<file path="src/rtl/avst_seq_source.sv">
// avst_seq_source: Avalon-ST source that emits a repeating arithmetic sequence
// FIRST, FIRST+STEP, ... up to LAST, then wraps back to FIRST. It uses a
// valid/ready handshake with readyLatency 0. It has enable-based start/stop
// control and a free-running count of accepted beats.
//
// Optional packet framing is selected by the macro AVST_SRC_PKT_EN. When the
// macro is defined, the sop/eop ports exist, a packet index tracks the beat
// position, and a stop request is honoured only on the beat that carries eop.
// When it is undefined, the block has no sop/eop ports and stops after any
// accepted beat.
module avst_seq_source #(
  parameter int DATA_W  = 8,
  parameter int FIRST   = 4,
  parameter int LAST    = 6,
  parameter int STEP    = 1,
  parameter int PKT_LEN = 3,
  parameter int CNT_W   = 16
) (
  input  logic              clk,
  input  logic              resetn,
  input  logic              enable,
  input  logic              ready,
  output logic              valid,
  output logic [DATA_W-1:0] data,
`ifdef AVST_SRC_PKT_EN
  output logic              sop,
  output logic              eop,
`endif
  output logic              busy,
  output logic [CNT_W-1:0]  xfer_count
);

  typedef enum logic {S_IDLE, S_RUN} state_t;

  // The advance compare is done one bit wider than the data bus. This keeps
  // data+STEP from wrapping when the range sits at the top of DATA_W.
  localparam logic [DATA_W:0]   LAST_X  = (DATA_W+1)'(LAST);
  localparam logic [DATA_W:0]   STEP_X  = (DATA_W+1)'(STEP);
  localparam logic [DATA_W-1:0] FIRST_V = DATA_W'(FIRST);

  state_t              state_q, state_d;
  logic                valid_q, valid_d;
  logic                busy_q,  busy_d;
  logic [DATA_W-1:0]   seq_q,   seq_d;
  logic [CNT_W-1:0]    cnt_q,   cnt_d;

  logic                xfer;
  logic                stop_ok;
  logic [DATA_W:0]     seq_sum;
  logic [DATA_W-1:0]   seq_nxt;

  assign xfer    = valid_q & ready;
  assign seq_sum = {1'b0, seq_q} + STEP_X;
  assign seq_nxt = (seq_sum > LAST_X) ? FIRST_V : seq_sum[DATA_W-1:0];

`ifdef AVST_SRC_PKT_EN
  localparam int IDX_W = (PKT_LEN > 1) ? $clog2(PKT_LEN) : 1;
  localparam logic [IDX_W-1:0] IDX_LAST = IDX_W'(PKT_LEN-1);

  logic [IDX_W-1:0] idx_q, idx_d;
  logic             sop_q, sop_d;
  logic             eop_q, eop_d;
  logic             last_beat;
  logic [IDX_W-1:0] idx_nxt;

  // A stop request is honoured only at a packet boundary. Because of this,
  // every restart begins at index 0 with sop set.
  assign last_beat = (idx_q == IDX_LAST);
  assign idx_nxt   = last_beat ? '0 : idx_q + IDX_W'(1);
  assign stop_ok   = last_beat;
`else
  assign stop_ok   = 1'b1;
`endif

  // Next-state logic: the IDLE/RUN FSM, sequence advance, and transfer counter.
  always_comb begin
    state_d = state_q;
    seq_d   = seq_q;
    cnt_d   = cnt_q;
`ifdef AVST_SRC_PKT_EN
    idx_d   = idx_q;
`endif
    case (state_q)
      S_IDLE: begin
        if (enable) state_d = S_RUN;
      end
      S_RUN: begin
        if (xfer) begin
          seq_d = seq_nxt;
          cnt_d = cnt_q + CNT_W'(1);
`ifdef AVST_SRC_PKT_EN
          idx_d = idx_nxt;
`endif
          if (!enable && stop_ok) state_d = S_IDLE;
        end
      end
      default: state_d = S_IDLE;
    endcase
    // valid and busy are registered copies of the next state. This keeps
    // every output coming straight from a flop.
    valid_d = (state_d == S_RUN);
    busy_d  = (state_d == S_RUN);
`ifdef AVST_SRC_PKT_EN
    sop_d   = valid_d && (idx_d == '0);
    eop_d   = valid_d && (idx_d == IDX_LAST);
`endif
  end

  // State and output registers. Reset drops any pending beat.
  always_ff @(posedge clk or negedge resetn) begin
    if (!resetn) begin
      state_q <= S_IDLE;
      valid_q <= 1'b0;
      busy_q  <= 1'b0;
      seq_q   <= FIRST_V;
      cnt_q   <= '0;
    end else begin
      state_q <= state_d;
      valid_q <= valid_d;
      busy_q  <= busy_d;
      seq_q   <= seq_d;
      cnt_q   <= cnt_d;
    end
  end

`ifdef AVST_SRC_PKT_EN
  // Packet position and framing flags. These are held while a beat is stalled.
  always_ff @(posedge clk or negedge resetn) begin
    if (!resetn) begin
      idx_q <= '0;
      sop_q <= 1'b0;
      eop_q <= 1'b0;
    end else begin
      idx_q <= idx_d;
      sop_q <= sop_d;
      eop_q <= eop_d;
    end
  end

  assign sop = sop_q;
  assign eop = eop_q;
`endif

  assign valid      = valid_q;
  assign busy       = busy_q;
  assign data       = seq_q;
  assign xfer_count = cnt_q;

endmodule

</file>
<file path="config.mk">
export PLATFORM = sky130hd
export DESIGN_NAME = avst_seq_source
export DESIGN_NICKNAME = d
export VERILOG_FILES = /design/src/rtl/avst_seq_source.sv
export SDC_FILE = /design/constraint.sdc
export NUM_CORES = 1
export LEC_CHECK = 0
export ABC_AREA = 1
export CAP_MARGIN = 20
export CORE_MARGIN = 2
export CORE_UTILIZATION = 44
export DETAILED_ROUTE_END_ITERATION = 6
export PLACE_DENSITY = 0.74
export SETUP_SLACK_MARGIN = 0.2
export SKIP_LAST_GASP = 1
export SLEW_MARGIN = 10
export SYNTH_ARGS = -nofsm -noshare
export SYNTH_HDL_FRONTEND = slang
export SYNTH_SLANG_ARGS = --single-unit
</file>
<file path="constraint.sdc">
create_clock -name clk -period 1.5 [get_ports clk]
set_clock_uncertainty 0.15 [all_clocks]
set_input_delay 0.3 -clock clk [delete_from_list [all_inputs] [get_ports clk]]
set_output_delay 0.3 -clock clk [all_outputs]
set_load 0.02 [all_outputs]
</file>
==> impl_metrics.toml, run 1 <==
[timing]
max_freq_mhz = 607
worst_pin_slew_ns = 0.264
whs_ns = 0.101
maxSlewViolCount = 0
rsz0062_at_grt = "true"
slew_headroom = 0.822
layout_min_cycle_time_ns = 1.65
setup_ws_ns = -0.147
period_share = 1.10
finalHoldViolations = 0
setup_violations = 14

[worst_setup_path]
worstPathRequired_ns = 1.59
path_class = "reg -> reg"
endpoint_kind = "flop"
cp.arrival_ns = 1.73
start_kind = "flop"
crit_fanout = 4

[clock_network]
ctsHoldBuffers = 0
clock-sinks = 25
clkTransAtPathRegs_ns = 0.15
cts.path.max_buffers = 2
cts_tree = "done"
insertion_delay_ns = 0.34
h-tree-depth = 1
cts-root-buf = "clkbuf_4"
cts_buffers = 3

[yosys]
synth_edf_count = 0
yosysMostFrequentCell = "nand2_1"
yosysTopAreaCellShare = 0.461
synth_area_leaders = "dfrtp_1 (46%), nand2_1 (8.6%), xor2_1 (6.7%)"
ys_types = 24
synth_ff_type = "dfrtp_1"
synth_seq_area_share = 0.481
ys_seq_elements = 25
synth_fp_nets = 156
synth_top_area_cell = "dfrtp_1"
synth_async_sr_flop_share = 1.00
syn_inst = 149
yosys_warnings = 0
syn_avg_cell_area_um2 = 8.74
syn_area_um2 = 1300
yosys-top-cells-count = "nand2_1 (30), dfrtp_1 (24), inv_1 (18), nor2_1 (18), nand3_1 (11)"

[global_routing]
first_global_vias = 1224
grt_max_degree = 18
grt_first_pass_wirelength_um = 5740
antenna_found_initial = 0
grt_overflow = 0
gr-usage-all-layers = 0.224

[layout]
final_cell_area_um2 = 2250
ff_latch_area_um2 = 637
layout-drive-gt1-share = 0.556
diodes = 0
area_growth_syn_to_layout_pct = 73.1
final_core_utilization = 0.811
multiInputGateArea_um2 = 764
n_fill_cell = 167
fin_nets = 231

[min_path]
worstHoldPathType = "in -> async"

[power_and_ir_drop]
power_density_nw_per_um2 = 1270
p_leak_nw = 1.14
ir_drop_mv = 1.49

[floorplan]
die_w_um = 58.4
num_rows = 19
die_area_um2 = 3410
start_util = 0.468
num_io_pins = 30
core_um2 = 2780
dieHeight_um = 58.4

[route]
ant_nets = 0
postRouteWirelength_um = 4060
detail_route.wl_per_cell_um = 16.0
vias = 1293
vias_per_cell = 5.09
initialDrtViolationCount = 60
first_pass_iters = 4
drc = 0

[placed_design]
preCtsSetupSlack_ns = -0.323
dp_hpwl_um = 2140
placed_area_um2 = 1800
port_buffers = 29
globalplace.congestion = 0.867

[run_status]
violations = "negative setup slack"
status = "complete, but fails checks"

[job]
max_cap_violations = 0
report_power, final:
part           internal [mW]  switching [mW]
clock                  0.101           0.223
combinational          0.791           0.749
sequential             0.809           0.196
cells by family (layout without fill, tap and decap cells):
kind of cell | Yosys count | count (layout) | share of synthesized area
and+or+nand+nor | 79 | 79 | 0.303
DFF | 25 | 25 | 0.481
buffers and inverters | 23 | 97 | 0.0701
xor gates and xnor gates | 14 | 14 | 0.0941
AOI/OAI and AO/OA | 5 | 5 | 0.0231
adders and majority gates | 3 | 3 | 0.0288
sequential cells by signal (all words and copies together) (netlist names):
signal,count
data,8
xfer_count,16
busy,1
metal layers:
| metal | track usage | wire (µm) |
|---|---|---|
| met5 | 0 | 0 |
| met1 | 0.280 | 1600 |
| met2 | 0.396 | 2230 |
| met3 | 0.0308 | 140 |
| met4 | 0.0797 | 96 |
area by class of cell:
cell class | count | share of cell area
clock buffers | 3 | 0.00999
clock inverters | 1 | 0.00222
inverters | 21 | 0.0361
multi-input cells | 101 | 0.339
flip-flops and latches | 25 | 0.282
well taps | 31 | 0.0172
repair buffers | 72 | 0.313
through the flow:
stage	setup TNS, ns	total power, mW	cells
floorplan	-0.00217	1.49	149
global placement	-2.94	1.89	226
detailed placement	-3.26	1.92	226
CTS	-0.619	2.52	246
global route	-2.00	3.01	254
finish	-1.09	2.87	254
final timing paths:
| check | from | to | slack (ns) | cells after the start |
|---|---|---|---|---|
| max | xfer_count[1]$_DFFE_PN0P_ | xfer_count[10]$_DFFE_PN0P_ | -0.15 | 7 |
| min | resetn | xfer_count[1]$_DFFE_PN0P_ | 0.10 | 2 |
| max reg2reg | xfer_count[1]$_DFFE_PN0P_ | xfer_count[10]$_DFFE_PN0P_ | -0.15 | 7 |
| min reg2reg | xfer_count[15]$_DFFE_PN0P_ | xfer_count[15]$_DFFE_PN0P_ | 0.43 | 2 |
| max in group asynchronous | resetn | xfer_count[4]$_DFFE_PN0P_ | 0.85 | 2 |
| min in group clk | enable | busy$_DFF_PN0_ | 0.38 | 2 |
critical path, stage by stage, from the launching register on:
cell	delay (ns)
dfrtp_2	0.47
ha_4	0.17
nand3_4	0.08
nor3_4	0.16
nand2_2	0.14
nor2_4	0.13
xor2_1	0.18
inv_1	0.07
cells in the final DEF, fill, tap and decap left out, drive strengths merged, types with 4 or more instances in the layout:
cell type,count
buf,69
dfrtp,24
inv,21
nand2,36
nand3,11
nor2,24
nor3,6
xnor2,4
xor2,10
timing repair:
item	in CTS	in global routing
pin swaps	16	25
endpoints found under the setup margin	40	43
buffers inserted	16	8
resized for setup	168	38
(Power assumes the default switching activity.)
==> run 2, diff against run 1 <==
--- a/config.mk
+++ b/config.mk
@@ -8,9 +8,8 @@
 export ABC_AREA = 1
 export CAP_MARGIN = 20
 export CORE_MARGIN = 2
-export CORE_UTILIZATION = 44
+export CORE_UTILIZATION = 25
 export DETAILED_ROUTE_END_ITERATION = 6
-export PLACE_DENSITY = 0.74
 export SETUP_SLACK_MARGIN = 0.2
 export SKIP_LAST_GASP = 1
 export SLEW_MARGIN = 10
==> run 2 against run 1 <==
Compared with the run above:
- the flow still finishes with violations (negative setup slack)
- critical path depth is 2 higher
- die area is 70% higher
- clock power is 23% higher
- hold slack better by 0.13 ns
- register-to-register slack better by 0.10 ns
- first-iteration DRC count is 17% lower
- combinational power is 18% lower
- non-clock buffer count is 7 lower
- total power is 7.7% lower
- largest cell class unchanged
- highest routed layer unchanged
==> impl_metrics.toml, run 2 (synthesis results as in run 1) <==
[route]
ant_nets = 0
initialDrtViolationCount = 50
first_pass_iters = 4
vias_per_cell = 4.10
vias = 1173
detail_route.wl_per_cell_um = 10.2
postRouteWirelength_um = 2900
drc = 0

[layout]
fin_nets = 224
final_core_utilization = 0.424
layout-drive-gt1-share = 0.505
stdcell_count = 286
largest_reg_flops = 16
final_cell_area_um2 = 2150
layout_common_cells = "buf_4 (29), nand2_1 (26), buf_6 (25), inv_1 (17), dfrtp_1 (17)"
final_common_cell = "buf_4"
diodes = 0
area_growth_syn_to_layout_pct = 65.2

[clock_network]
ctsHoldBuffers = 0
clock-sinks = 25
h-tree-depth = 1
cts.path.max_buffers = 2
clkTransAtPathRegs_ns = 0.09
cts_tree = "done"
cts-root-buf = "clkbuf_8"
insertion_delay_ns = 0.26
cts_buffers = 3

[global_routing]
antenna_found_initial = 0
gr-usage-all-layers = 0.105
grt_first_pass_wirelength_um = 5010
grt_overflow = 0
first_global_vias = 1122
grt_max_degree = 26

[timing]
fin_setup_tns_ns = -0.120
rsz0062_at_grt = "true"
finalHoldViolations = 0
maxSlewViolCount = 0
setup_violations = 6
worst_pin_slew_ns = 0.228
period_share = 1.03
max_freq_mhz = 647
whs_ns = 0.231
layout_min_cycle_time_ns = 1.55
slew_headroom = 0.848
setup_ws_ns = -0.0455

[worst_setup_path]
path_class = "reg -> reg"
worstPathRequired_ns = 1.54
crit_fanout = 5
cp.arrival_ns = 1.59
critical_path.reg2reg.startpoint = "data[2]$_DFFE_PN1P_"
path_delay_family = "flip-flops"
cp_slowest_cell = "dfstp_2"
crit_top_cell = "nand3_2"
path_buf_inv = 2
critPathMaxStageDelay_ns = 0.57
r2r_cells = 9
start_kind = "flop"
r2r_slack_ns = -0.05
reg2reg_to = "data[0]$_DFFE_PN0P_"
endpoint_kind = "flop"
worstPathCellList = "buf_6, nand2_4, inv_4, nand3_2, nand2_1, nand3_2, nor2_4, nand3_1, o21ai_1"

[power_and_ir_drop]
ir_drop_mv = 0.539
p_leak_nw = 1.08
power_density_nw_per_um2 = 1230
p_total_mw = 2.65

[placed_design]
preCtsSetupSlack_ns = -0.337
dp_hpwl_um = 2000
port_buffers = 29
dpl.cell_count = 261
globalplace.congestion = 0.793
placed_area_um2 = 1840

[floorplan]
num_rows = 26
die_area_um2 = 5800
core_um2 = 5070
start_util = 0.257
num_io_pins = 30
dieHeight_um = 76.2
die_w_um = 76.2

[job]
max_cap_violations = 0

[run_status]
status = "complete, but fails checks"
violations = "negative setup slack"

[min_path]
worstHoldPathType = "in -> async"
run 2: changes by cell type in the layout (fill, tap and decap cells not counted), moves of 2 or more:
cell	change
buf_6	-17
buf_2	+7
clkbuf_4	-3
clkbuf_8	+3
nand2_1	+3
nand2_2	-3
nand3_1	+3
nor2_2	+3
buf_4	+2
nand3_2	-2
nor2_4	-2
run 2: metal layers:
metal / global-route usage / up-vias / part of all wire
li1: - / 592 / -
met1: 0.130 / 559 / 0.44
met2: 0.172 / 16 / 0.51
met3: 0.0296 / 6 / 0.036
met4: 0.0455 / 0 / 0.014
met5: 0 / - / 0
run 2: layout make-up:
class | count | area, µm²
Clock buffer | 4 | 45.0
Inverter | 21 | 83.8
Timing Repair Buffer | 65 | 583
Sequential cell | 25 | 636
Multi-Input combinational cell | 101 | 717
Fill cell | 505 | 2920
Tap cell | 70 | 87.6
run 2: how the worst max path moves through the flow:
stage / from / to / slack (ns) / depth (start not counted)
after floorplan: xfer_count[1]$_DFFE_PN0P_ / xfer_count[14]$_DFFE_PN0P_ / -0.002 / 7
after global placement: ready / xfer_count[14]$_DFFE_PN0P_ / -0.30 / 7
after detailed placement: ready / xfer_count[14]$_DFFE_PN0P_ / -0.34 / 7
after CTS: data[2]$_DFFE_PN1P_ / data[0]$_DFFE_PN0P_ / -0.07 / 9
after global routing: data[2]$_DFFE_PN1P_ / data[2]$_DFFE_PN1P_ / -0.12 / 10
final: data[2]$_DFFE_PN1P_ / data[0]$_DFFE_PN0P_ / -0.05 / 9
run 2: what timing repair did:
item / CTS / global route
gates resized for setup: 136 / 38
setup buffers: 12 / 9
setup endpoints to repair: 41 / 39
pin swaps: 12 / 10
run 2: power by group:
group	leakage, nW	internal [mW]	switching (mW)	total [mW]
clock network	0.0228	0.190	0.208	0.397
logic	0.760	0.656	0.616	1.27
registers	0.301	0.807	0.170	0.977
total	1.08	1.65	0.994	2.65
run 2: worst reg2reg max path, cell delays in order (launching register included):
cell     delay [ns]
dfstp_2        0.57
buf_6          0.13
nand2_4        0.06
inv_4          0.06
nand3_2        0.05
nand2_1        0.07
nand3_2        0.08
nor2_4         0.11
nand3_1        0.09
o21ai_1        0.09
